$ cat src/rtl/serial_sub4.sv
// Bit-serial subtractor: diff = a - b - bin, one bit per cycle, LSB first.
// Optional signed-overflow output enabled by defining SUB_OVF_EN.
module serial_sub4 #(
    parameter int WIDTH = 4
) (
    input  logic             clk,
    input  logic             rst_n,
    input  logic             start,
    input  logic [WIDTH-1:0] a,
    input  logic [WIDTH-1:0] b,
    input  logic             bin,
    output logic             busy,
    output logic             done,
    output logic [WIDTH-1:0] diff,
    output logic             bout
`ifdef SUB_OVF_EN
    ,
    output logic             ovf
`endif
);

    localparam int CW = (WIDTH > 2) ? $clog2(WIDTH) : 1;
    localparam logic [CW-1:0] LAST = CW'(WIDTH - 1);

    typedef enum logic [1:0] {IDLE, RUN, DONE} state_t;

    state_t          state;
    logic [WIDTH-1:0] ra;
    logic [WIDTH-1:0] rb;
    logic             brw;
    logic [CW-1:0]    cnt;
    logic             d;
    logic             brw_nx;

    always_comb begin
        d      = ra[0] ^ rb[0] ^ brw;
        brw_nx = (~ra[0] & rb[0]) | (~ra[0] & brw) | (rb[0] & brw);
    end

    // ra doubles as the result register: each result bit enters at the top
    // as the consumed minuend bit leaves the bottom.
    always_ff @(posedge clk) begin
        if (!rst_n) begin
            state <= IDLE;
            ra    <= '0;
            rb    <= '0;
            brw   <= 1'b0;
            cnt   <= '0;
            busy  <= 1'b0;
            done  <= 1'b0;
            diff  <= '0;
            bout  <= 1'b0;
`ifdef SUB_OVF_EN
            ovf   <= 1'b0;
`endif
        end else begin
            done <= 1'b0;
            case (state)
                IDLE: begin
                    if (start) begin
                        ra    <= a;
                        rb    <= b;
                        brw   <= bin;
                        cnt   <= '0;
                        busy  <= 1'b1;
                        state <= RUN;
                    end
                end
                RUN: begin
                    ra  <= {d, ra[WIDTH-1:1]};
                    rb  <= {1'b0, rb[WIDTH-1:1]};
                    brw <= brw_nx;
                    cnt <= cnt + CW'(1);
                    if (cnt == LAST) begin
                        state <= DONE;
                        busy  <= 1'b0;
                        done  <= 1'b1;
                        diff  <= {d, ra[WIDTH-1:1]};
                        bout  <= brw_nx;
`ifdef SUB_OVF_EN
                        // On the last bit ra[0]/rb[0] are the original operand MSBs.
                        ovf   <= (ra[0] != rb[0]) && (d != ra[0]);
`endif
                    end
                end
                DONE: begin
                    state <= IDLE;
                end
                default: begin
                    state <= IDLE;
                end
            endcase
        end
    end

endmodule
$ cat config.mk
export PLATFORM = sky130hd
export DESIGN_NAME = serial_sub4
export DESIGN_NICKNAME = d
export VERILOG_FILES = /design/src/rtl/serial_sub4.sv
export SDC_FILE = /design/constraint.sdc
export NUM_CORES = 1
export LEC_CHECK = 0
export CORE_MARGIN = 4
export CORE_UTILIZATION = 45
export DETAILED_ROUTE_END_ITERATION = 8
export DONT_BUFFER_PORTS = 1
export GPL_TIMING_DRIVEN = 0
export SLEW_MARGIN = 30
export SYNTH_ARGS = -nofsm -noshare
export SYNTH_HDL_FRONTEND = slang
export SYNTH_SLANG_ARGS = --single-unit
$ cat constraint.sdc
create_clock -name clk -period 1.2 [get_ports clk]
set_input_delay 0.36 -clock clk [delete_from_list [all_inputs] [get_ports clk]]
set_output_delay 0.36 -clock clk [all_outputs]
set_load 0.1 [all_outputs]
# [Word-level counts from Yosys, hierarchy flattened]
# Index checks and enable logic that the tools add are counted.
[classes] add_sub_neg=1 n_eq_ne=4 mux=15 bitwise_logic=8 reduce_logical=7
[ops] operator="4-bit one-hot mux with 2 select lines" n=2
[ops] operator="4-bit two-way mux" n=2
[ops] operator="2-bit one-hot mux with 2 select lines" n=2
[ops] operator="2-bit AND reduction" n=4
[ops] operator="2-bit two-way mux" n=3
[ops] operator="1-bit two-way mux" n=4
[ops] operator="2-bit != test (second input constant)" n=2
[ops] operator="1-bit one-hot mux with 2 select lines" n=2
[ops] operator="1-bit bitwise AND" n=3
[ops] operator="3-bit AND reduction" n=1
[ops] operator="2-bit by 1-bit adder with 2-bit output (second input constant)" n=1
[ops] operator="2-bit by 1-bit equality test with 1-bit output (second input constant)" n=1
[ops] operator="2-bit equality test (second input constant)" n=1
[ops] operator="2-bit logical NOT" n=1
[ops] operator="1-bit OR" n=2
[ops] operator="2-bit nonzero test" n=1
[ops] operator="1-bit bitwise XOR" n=2
[ops] operator="1-bit NOT" n=1
[word_totals] reg_bits=20 inputBits=12 out_inout_bits=7 word_cells=44

# [Depth between registers and ports, before layout]
[logic_depth] depth_word=5 depth_mapped=5 mapped_depth_nobuf=4

# [Least setup slack after synthesis]
# No wires, ideal clock.
[synth_path] path_kind="register to register" startpoint="register busy (netlist name)" endpoint="register busy" t_arrival_ns=1.269 required_ns=1.122 setup_slack_ns=-0.148 path_stages_with_launch=3 n_path_buf=0 period_less_slack_ns=1.348 path_cell_list="dfxtp_1 > o21ai_0 > nor3_1"
[synth_rtl] element="end signal: assignment" line_no="49" text="busy <= 1'b0;"
[synth_rtl] element="end signal: assignment" line_no="65" text="busy <= 1'b1;"
[synth_rtl] element="end signal: assignment" line_no="76" text="busy <= 1'b0;"
[synth_rtl] element="end: declaration" line_no="12" text="output logic busy,"

# [Worst setup path in the final report]
[layout_path] startpoint="register brw" endpoint="register diff[3]"
[layout_between] elab_chain_len=1
[layout_lines] element="start: declaration" line_no="30" text="logic brw;"
[layout_lines] element="start signal: assignment" line_no="63" text="brw <= bin;"
[layout_lines] element="start signal: assignment" line_no="72" text="brw <= brw_nx;"
[layout_lines] element="1-bit bitwise XOR" line_no="36" text="d = ra[0] ^ rb[0] ^ brw;"
[layout_lines] element="end signal: assignment" line_no="78" text="diff <= {d, ra[WIDTH-1:1]};"
[layout_lines] element="end: declaration" line_no="14" text="output logic [WIDTH-1:0] diff,"
# No other way between the ends.
# A chain may end at the register's enable or synchronous reset.

==> flow_metrics.py <==
metrics = {
    "worst_setup_path": {
        "reg2reg_depth": 3,
        "path_class": "reg -> reg",
        "reg2reg_slack_ps": -10,
        "cp-startpoint": "brw$_SDFFE_PN0P_",
        "cp.required_ps": 1390,
        "r2r-start": "brw$_SDFFE_PN0P_",
        "crit_end": "diff[3]$_SDFFE_PN0P_",
        "arrival_ps": 1400,
        "path_max_fanout": 2,
        "worstSetupStartpointType": "flop",
        "r2r-end": "diff[3]$_SDFFE_PN0P_",
        "crit_path_end_kind": "flop",
    },
    "synthesis": {
        "synth.most_common_cell": "dfxtp_1",
        "synthCells": 91,
        "syn_nets": 105,
        "synth_area_leaders": "dfxtp_1, o21ai_0, mux2i_1",
        "syn_avg_cell_area_um2": 9.32,
        "yosys.area.top_type_share": 0.472,
        "synth_ff_type": "dfxtp_1",
        "synth_seq_cells": 20,
        "ys_seq_area_frac": 0.472,
        "yosysWarnings": 0,
        "synth.cell_area_um2": 848,
        "yosys-top-cells-count": "dfxtp_1, o21ai_0, nand2_1",
        "synth-async-reset-ratio": 0,
        "synth_cell_types": 25,
        "synth_edf_count": 0,
        "netlist.top_cell.by_area": "dfxtp_1",
    },
    "clock_network": {
        "path_clk_slew_ps": 100,
        "clock-sinks": 20,
        "clk_path_buf_depth": 2,
        "cts_tree": "done",
        "cts_buffers": 3,
        "clock_latency_ps": 290,
        "clockRootBuffer": "clkbuf_4",
        "h-tree-depth": 1,
    },
    "die": {
        "io-pin-count": 19,
        "rows": 15,
        "start_util": 0.481,
        "die_h_um": 51.4,
        "fp.dieArea_um2": 2640,
        "die_w_um": 51.4,
        "coreArea_um2": 1760,
    },
    "routing": {
        "route.detailed.drc": 0,
        "drt-initial-drc-count": 12,
        "wire_per_inst_um": 14.1,
        "first_pass_iters": 3,
        "vias": 665,
        "ant_nets": 0,
        "routed_wl_um": 1720,
        "vias_per_cell": 5.45,
    },
    "finish": {
        "nNetsFinal": 113,
        "syn2layout_area_growth_pct": 18.1,
        "final_cells": 122,
        "drive_gt1_frac": 0.278,
        "antenna_cells": 0,
    },
    "placement": {
        "dp_cells": 116,
        "hpwl_um": 1200,
        "globalplace.congestion": 0.744,
        "dp_slack_ps": -133,
        "io_buffers": 0,
    },
    "pwr": {
        "p_leak_uw": 0.000375,
        "finalPower_uw": 1200,
        "ir_worst_vdd_v": 0.00109,
        "p_per_area_nw_per_um2": 1200,
    },
    "hold_path": {
        "hold_start": "b[3]",
        "hold_path_class": "in -> reg",
    },
    "grt": {
        "grt_max_degree": 11,
        "antenna_found_initial": 0,
        "grt_remaining_overflow": 0,
        "grt_use_total": 0.143,
        "grt_pass1_wl_um": 2860,
        "grt_pass1_vias": 643,
    },
    "sta": {
        "hold_slack_ps": 236,
        "finalCriticalPeriod_ps": 1210,
        "finalHoldViolCount": 0,
        "finalWorstSetupSlack_ps": -9.96,
        "slew-limit-headroom": 0.703,
        "fin_tns_setup_ps": -26.9,
        "post-route-period-util": 1.01,
        "slew_violations": 0,
        "fin_skew_ps": 6.46,
        "rsz0062_at_grt": "true",
        "finalSetupViolCount": 5,
        "worstMarginPinSlew_ps": 445,
        "max_freq_mhz": 826,
    },
    "run_status": {
        "violations": "negative setup slack",
        "status": "complete, but fails checks",
    },
    "flow_run": {
        "drv_cap": 0,
    },
}
==> cell type report <==
| cell class | count | area (um2) |
|---|---|---|
| sequential | 20 | 432 |
| inverter | 2 | 7.51 |
| tap | 25 | 31.3 |
| multi-input combinational | 62 | 425 |
| timing repair buffer | 3 | 22.5 |
| buffer | 7 | 61.3 |
| clock buffer | 3 | 22.5 |
| fill | 176 | 762 |
==> cells in the final DEF, fill, tap and decap left out <==
| master | synthesis | layout |
|---|---|---|
| clkbuf_4 | 0 | 3 |
| or3b_1 | 1 | 1 |
| o211ai_1 | 7 | 7 |
| inv_1 | 2 | 2 |
| mux2i_1 | 7 | 7 |
| a221oi_2 | 1 | 1 |
| fa_1 | 1 | 1 |
| ha_2 | 0 | 1 |
| o211a_1 | 1 | 1 |
| a21oi_1 | 2 | 2 |
| o21ai_0 | 15 | 13 |
| dfxtp_4 | 0 | 7 |
| clkbuf_2 | 1 | 1 |
| and3b_2 | 0 | 1 |
| nor2_1 | 2 | 2 |
| buf_2 | 2 | 1 |
| clkbuf_1 | 4 | 2 |
| buf_8 | 0 | 2 |
| nand4_1 | 1 | 1 |
| nor2_4 | 0 | 1 |
| dfxtp_2 | 0 | 4 |
| nand2_1 | 8 | 8 |
| nand3_1 | 5 | 5 |
| nor4b_2 | 0 | 1 |
| nor2b_1 | 3 | 3 |
| buf_4 | 0 | 3 |
| and2_1 | 2 | 2 |
| nor3b_1 | 1 | 1 |
| o21ai_1 | 0 | 2 |
| nor3_1 | 1 | 1 |
| dfxtp_1 | 20 | 9 |
| clkbuf_8 | 0 | 1 |
==> worst min path at each step <==
stage	end	cells past startpoint	slack [ps]
floorplan	cnt[0]$_SDFFE_PN0P_	1	430
global placement	cnt[0]$_SDFFE_PN0P_	1	450
detailed placement	rb[3]$_SDFFE_PN0P_	2	450
CTS	rb[3]$_SDFFE_PN0P_	2	220
global route	brw$_SDFFE_PN0P_	2	240
finish	rb[3]$_SDFFE_PN0P_	2	240
==> metrics by stage <==
| step | util | instance area [um2] |
|---|---|---|
| finish | 0.568 | 1000 |
| floorplan | - | 876 |
| CTS | 0.560 | 988 |
| detailed placement | 0.514 | 907 |
| global placement | 0.514 | 907 |
| global route | 0.568 | 1000 |
==> routing by layer <==
layer,share of wire,vias up,GRT usage
li1,-,338,-
met1,0.47,307,0.178
met2,0.44,18,0.227
met3,0.084,2,0.0758
met4,0.0058,0,0.0131
met5,0,-,0
==> power by group <==
| part | switching, uW | internal, uW |
|---|---|---|
| registers | 50.9 | 690 |
| clock network | 186 | 117 |
| logic | 80.7 | 76.4 |
==> state kept, by name, indices dropped and copies added (netlist names) <==
name,cells
cnt,2
diff,4
state,2
done,1
brw,1
ra,4
busy,1
bout,1
rb,4
==> logic make-up (layout without fill, tap and decap cells) <==
group                      Yosys count  in the layout  synth area share
buffers and inverters                9             15            0.0442
DFF                                 20             20             0.472
adders and majority gates            2              2            0.0383
and+or+nand+nor                     27             27             0.171
AOI/OAI and AO/OA                   26             26             0.192
muxes                                7              7            0.0826
==> worst max-delay path, stage by stage, from the launching register on <==
cell and delay, ps:
dfxtp_2 340, fa_1 580, nand2_1 70, o211a_1 120
==> timing repair <==
action,4_1_cts,5_1_grt
buffers inserted,2,1
hold buffers,0,0
endpoints found under the setup margin,22,20
hold endpoints to repair,0,0
resized for setup,16,6
pin swaps,2,1
Power figures use the tool's default switching activity.
